`src/rtl/aes_sts_arb.sv`:
```
// Round-robin arbiter that shares the S2MM status AXI-Stream among the AES channel engines.
// Each grant emits one fixed-length status frame, then pulses an ack to the granted channel.
module aes_sts_arb #(
  parameter int    C_NUM_CH                      = 4,
  parameter int    C_STS_WORDS                   = 5,
  parameter int    C_S_AXIS_S2MM_STS_TDATA_WIDTH = 32,
  parameter string C_FAMILY                      = "virtex6"
) (
  input  logic                                     m_axi_mm2s_aclk,
  input  logic                                     s2mm_sts_reset_out_n,
  input  logic [C_NUM_CH-1:0]                      ch_sts_req,
  input  logic [C_NUM_CH*32-1:0]                   ch_sts_data,
  output logic [C_NUM_CH-1:0]                      ch_sts_ack,
  output logic [C_S_AXIS_S2MM_STS_TDATA_WIDTH-1:0] s_axis_s2mm_sts_tdata,
  output logic [3:0]                               s_axis_s2mm_sts_tkeep,
  output logic                                     s_axis_s2mm_sts_tvalid,
  output logic                                     s_axis_s2mm_sts_tlast,
  input  logic                                     s_axis_s2mm_sts_tready,
  output logic                                     aes_sts_busy,
  output logic [31:0]                              aes_sts_dbg
);

  localparam logic [2:0] S_IDLE = 3'd0;
  localparam logic [2:0] S_SEND = 3'd1;
  localparam logic [2:0] S_ACK  = 3'd2;

  localparam logic [3:0] LAST_BEAT = 4'(C_STS_WORDS - 1);
  localparam logic [2:0] LAST_CH   = 3'(C_NUM_CH - 1);

  // The family string only matters to the surrounding IP wrapper.
  if (C_FAMILY == "") begin : g_no_family
  end

  logic [2:0]  state_q, state_nxt;
  logic [2:0]  grant_q, grant_nxt;
  logic [2:0]  rr_ptr_q, rr_ptr_nxt;
  logic [3:0]  beat_q, beat_nxt;
  logic [7:0]  frame_q, frame_nxt;
  logic [31:0] word_q, word_nxt;
  logic [2:0]  pick;
  logic        beat_done;

  // First requester at or after ptr, wrapping at C_NUM_CH.
  function automatic logic [2:0] rr_pick(input logic [C_NUM_CH-1:0] req,
                                         input logic [2:0] ptr);
    logic [2:0] sel;
    logic       hit;
    int         idx;
    sel = '0;
    hit = 1'b0;
    for (int k = 0; k < C_NUM_CH; k++) begin
      idx = (int'(ptr) + k) % C_NUM_CH;
      if (!hit && req[idx]) begin
        sel = 3'(idx);
        hit = 1'b1;
      end
    end
    return sel;
  endfunction

  assign pick      = rr_pick(ch_sts_req, rr_ptr_q);
  assign beat_done = s_axis_s2mm_sts_tvalid && s_axis_s2mm_sts_tready;

  always_comb begin
    state_nxt  = state_q;
    grant_nxt  = grant_q;
    rr_ptr_nxt = rr_ptr_q;
    beat_nxt   = beat_q;
    frame_nxt  = frame_q;
    word_nxt   = word_q;
    case (state_q)
      S_IDLE: begin
        if (|ch_sts_req) begin
          grant_nxt = pick;
          word_nxt  = ch_sts_data[int'(pick)*32 +: 32];
          beat_nxt  = '0;
          state_nxt = S_SEND;
        end
      end
      S_SEND: begin
        if (beat_done) begin
          if (beat_q == LAST_BEAT) begin
            state_nxt  = S_ACK;
            rr_ptr_nxt = (grant_q == LAST_CH) ? 3'd0 : grant_q + 3'd1;
            frame_nxt  = frame_q + 8'd1;
          end else begin
            beat_nxt = beat_q + 4'd1;
          end
        end
      end
      S_ACK:   state_nxt = S_IDLE;
      default: state_nxt = S_IDLE;
    endcase
  end

  // Control and registered outputs: every output is decoded from next-state values.
  always_ff @(posedge m_axi_mm2s_aclk or negedge s2mm_sts_reset_out_n) begin
    if (!s2mm_sts_reset_out_n) begin
      state_q                <= S_IDLE;
      grant_q                <= '0;
      rr_ptr_q               <= '0;
      beat_q                 <= '0;
      frame_q                <= '0;
      s_axis_s2mm_sts_tvalid <= 1'b0;
      s_axis_s2mm_sts_tlast  <= 1'b0;
      s_axis_s2mm_sts_tdata  <= '0;
      ch_sts_ack             <= '0;
      aes_sts_busy           <= 1'b0;
      aes_sts_dbg            <= '0;
    end else begin
      state_q                <= state_nxt;
      grant_q                <= grant_nxt;
      rr_ptr_q               <= rr_ptr_nxt;
      beat_q                 <= beat_nxt;
      frame_q                <= frame_nxt;
      s_axis_s2mm_sts_tvalid <= (state_nxt == S_SEND);
      s_axis_s2mm_sts_tlast  <= (state_nxt == S_SEND) && (beat_nxt == LAST_BEAT);
      s_axis_s2mm_sts_tdata  <= ((state_nxt == S_SEND) && (beat_nxt == 4'd0)) ? word_nxt : '0;
      ch_sts_ack             <= (state_nxt == S_ACK) ? (C_NUM_CH'(1) << grant_nxt) : '0;
      aes_sts_busy           <= (state_nxt != S_IDLE);
      aes_sts_dbg            <= {8'h00, frame_nxt, 4'h0, beat_nxt, 1'b0, grant_nxt, 1'b0, state_nxt};
    end
  end

  // Latched status word is pure data and needs no reset.
  always_ff @(posedge m_axi_mm2s_aclk) begin
    word_q <= word_nxt;
  end

  assign s_axis_s2mm_sts_tkeep = 4'hf;

endmodule
```
`config.mk`:
```
export PLATFORM = sky130hd
export DESIGN_NAME = aes_sts_arb
export DESIGN_NICKNAME = d
export VERILOG_FILES = /design/src/rtl/aes_sts_arb.sv
export SDC_FILE = /design/constraint.sdc
export NUM_CORES = 1
export LEC_CHECK = 0
export CAP_MARGIN = 20
export CORE_ASPECT_RATIO = 0.75
export CORE_UTILIZATION = 45
export DETAILED_ROUTE_END_ITERATION = 8
export PLACE_DENSITY = 0.95
export REMOVE_ABC_BUFFERS = 1
export SLEW_MARGIN = 15
export SYNTH_ARGS = -nofsm -noshare
export SYNTH_HDL_FRONTEND = slang
export SYNTH_SLANG_ARGS = --single-unit
```
`constraint.sdc`:
```
create_clock -name m_axi_mm2s_aclk -period 4.88 [get_ports m_axi_mm2s_aclk]
set_input_delay 1.22 -clock m_axi_mm2s_aclk [delete_from_list [all_inputs] [get_ports m_axi_mm2s_aclk]]
set_output_delay 1.22 -clock m_axi_mm2s_aclk [all_outputs]
set_load 0.02 [all_outputs]
```
==> results.md <==
* Status: completed
* Chip height at between 80 and 90 um
* Post-Route WL at approximately 12000 um
* Vias in the first global route at roughly 3900
* Buffers from clock root to sink, at most at 2
* CP Class: primary input to register
* Cell Chain, Critical Path: clkdlybuf4s50_1 -> mux2i_1 -> a2bb2oi_4 -> nand2_2 -> buf_4 -> mux2i_1 -> o211ai_1 -> and2_1
* Worst Path Buf+Inv at 2
* Clk sinks at between 90 and 100
* Placed Instances at 760
* Most frequent cells in the layout: clkdlybuf4s50_1, dfrtp_1, nand2_1
* HP Class: register to register
* Syn. warnings at 0
* Layout area overhead at 49.6%
* Yosys top cell by area: dfrtp_1
* Clock root cell: clkbuf_16
* Fraction of layout cells with a size suffix above 1 at 0.0620
* Worst VDD drop at 197 uV
* Die area at 10500 um2
* I/O pins at 210
* CTS tree: yes
* Largest cells by area after synthesis: dfrtp_1, dfxtp_1, mux2i_1
* Post-synth ARST share at 0.648
* Layout Nets at between 700 and 800
* Antenna violations before repair at 0
* Crit path arrival time at about 3600 ps
* Row cnt at 31
* Area share of the largest cell type after synthesis at 0.325
* Worst-path clk slew at ~60 ps
* Worst clock skew at 6.14 ps
* Slew HR at 0.496
* DRC viols at 0
* Worst EP required at a little over 5000 ps
* Max-cap violations at 0
* DR iter-0 viols at about 210
* Cell Area, Synth at around 4500 um2
* Slowest-stage cell, CP: nand2_2
* Overall Global Routing Usage at 0.228
* Aggregate global routing overflow at 0
* Final hold vios at 0
* RSZ-0062 raised after global routing: no
* Worst Max-Slew Pin Slew at around 750 ps
* Post-layout minimum cycle time at approximately 3400 ps
* Inserted Diodes at 0
* Post-CTS Setup Bufs at 0
* CP max stage delay at 560 ps
* P_leak at 3.05 nW
* Endpoints failing setup at 0
* Vias post-DR at slightly above 4000
* Crit path max fanout at 22
* Gpl congestion at between 0.7 and 0.8
* Top_reg_cell synth: dfrtp_1
* Pre-antenna DRT Iters at 4
* Post-Synthesis Cells at around 460
* Filler cell count at between 700 and 800
* Detail Route Antenna Nets at 0
* Post-synth cell types at 51
* Crit. End Element: register
* Total core area at slightly below 10000 um2
* WL per Instance at roughly 16 um
* H-Tree Depth at 3
* Place WS at just under 900 ps
* Cts bufs inserted at 9
* IO Port Bufs at about 190
* Cell mode on critical path: mux2i_1
* Most common cell after layout, fill and taps aside: clkdlybuf4s50_1
* Cell Pwr Density at approximately 300 nW/um2
* Tcrit/Tclk final at 0.695
* Min Hold Slack at ~470 ps
* Top delay family on crit path: buffers and inverters
* Fin cells at a little under 800
* FMAX at between 200 and 300 MHz
* Starting Density at 0.467
* Max-slew violations at 0
* Final setup margin at 1490 ps
* Die Width at ~120 um
* Resized cells post-CTS at 0
* Post-DP HPWL at approximately 8800 um
* Hold buffers post-CTS at 0
* Register area share after synthesis at 0.466
* Synth Register Bits at 91
* First-pass GRT wire length at roughly 19000 um
* Startpoint types: primary input
* Via-to-Cell Ratio at about 5.2
* Post-synth EDFFs at 0
* Worst skew pair latency at approximately 320 ps
* Avg Cell Area, Syn at slightly below 10 um2
* Largest net degree at the start of global routing at 65
[state kept, by name (all words and copies together), names as in the netlist]
signal                  cells
aes_sts_busy                1
aes_sts_dbg                 4
beat_q                      3
ch_sts_ack                  4
frame_q                     7
grant_q                     2
rr_ptr_q                    2
s_axis_s2mm_sts_tdata      32
s_axis_s2mm_sts_tlast       1
s_axis_s2mm_sts_tvalid      1
state_q                     2
word_q                     32
[per-stage QoR]
stage          utilization  power [W]  area [um2]  setup TNS [ps]
2_1_floorplan            -    0.00112        4320           -2040
3_5_place_dp         0.667    0.00139        6500               0
6_report             0.698    0.00203        6800               0
4_1_cts              0.697    0.00204        6780               0
5_1_grt              0.698    0.00213        6800               0
3_3_place_gp         0.664    0.00137        6470               0
[worst paths after layout]
check                                startpoint                   endpoint  slack, ps  cells after the start
setup / recovery                  ch_sts_req[3]  s_axis_s2mm_sts_tdata[15]       1490                      8
setup reg to reg                      beat_q[0]  s_axis_s2mm_sts_tdata[15]       2380                      9
min in group asynchronous  s2mm_sts_reset_out_n                 frame_q[5]       1040                      2
hold reg to reg                 aes_sts_dbg[23]            aes_sts_dbg[23]        470                      1
hold / removal                  aes_sts_dbg[23]            aes_sts_dbg[23]        470                      1
max in group asynchronous  s2mm_sts_reset_out_n   s_axis_s2mm_sts_tdata[5]       3320                      2
[per-layer routing]
metal	track usage	vias to the layer above	wire (um)
li1	-	1955	-
met1	0.283	1899	4920
met2	0.407	174	6200
met3	0.0517	8	886
met4	0.0571	0	109
met5	0	-	0
[kinds of logic (layout without fill, tap and decap cells)]
kind of cell | Yosys count | after routing | share of synthesized area
DFF | 91 | 91 | 0.466
other | 2 | 19 | 0.00165
AOI/OAI and AO/OA | 120 | 120 | 0.181
buffers and inverters | 54 | 221 | 0.0677
adders and majority gates | 4 | 4 | 0.0110
and+or+nand+nor | 150 | 150 | 0.187
xor gates and xnor gates | 7 | 7 | 0.0135
muxes | 33 | 33 | 0.0727
[area by class of cell]
type / instances / area, um2 / area share
Multi-Input combinational cell: 333 / 2210 / 0.325
Sequential cell: 91 / 2120 / 0.311
Timing Repair Buffer: 200 / 2000 / 0.294
Clock buffer: 11 / 243 / 0.0357
Tap cell: 132 / 165 / 0.0243
Clock inverter: 5 / 45.0 / 0.00662
Inverter: 5 / 18.8 / 0.00276
[synthesized netlist by cell type, types with 5 or more instances]
| cell | number |
|---|---|
| buf_2 | 6 |
| nor2_1 | 8 |
| o21ai_0 | 35 |
| dfxtp_1 | 32 |
| nand3_1 | 5 |
| clkbuf_1 | 21 |
| and3_1 | 33 |
| nand2_1 | 49 |
| mux2i_1 | 33 |
| xnor2_1 | 6 |
| and2_1 | 32 |
| buf_4 | 18 |
| o211ai_1 | 32 |
| a21oi_1 | 5 |
| dfrtp_1 | 59 |
| a21boi_0 | 32 |
[power by group]
group          total [W]  internal [W]  switching [W]
logic           0.000504      0.000263       0.000241
clock network   0.000645      0.000367       0.000278
registers       0.000876      0.000839      0.0000366
total            0.00203       0.00147       0.000556
No activity file was read; power rests on OpenSTA's default activity.
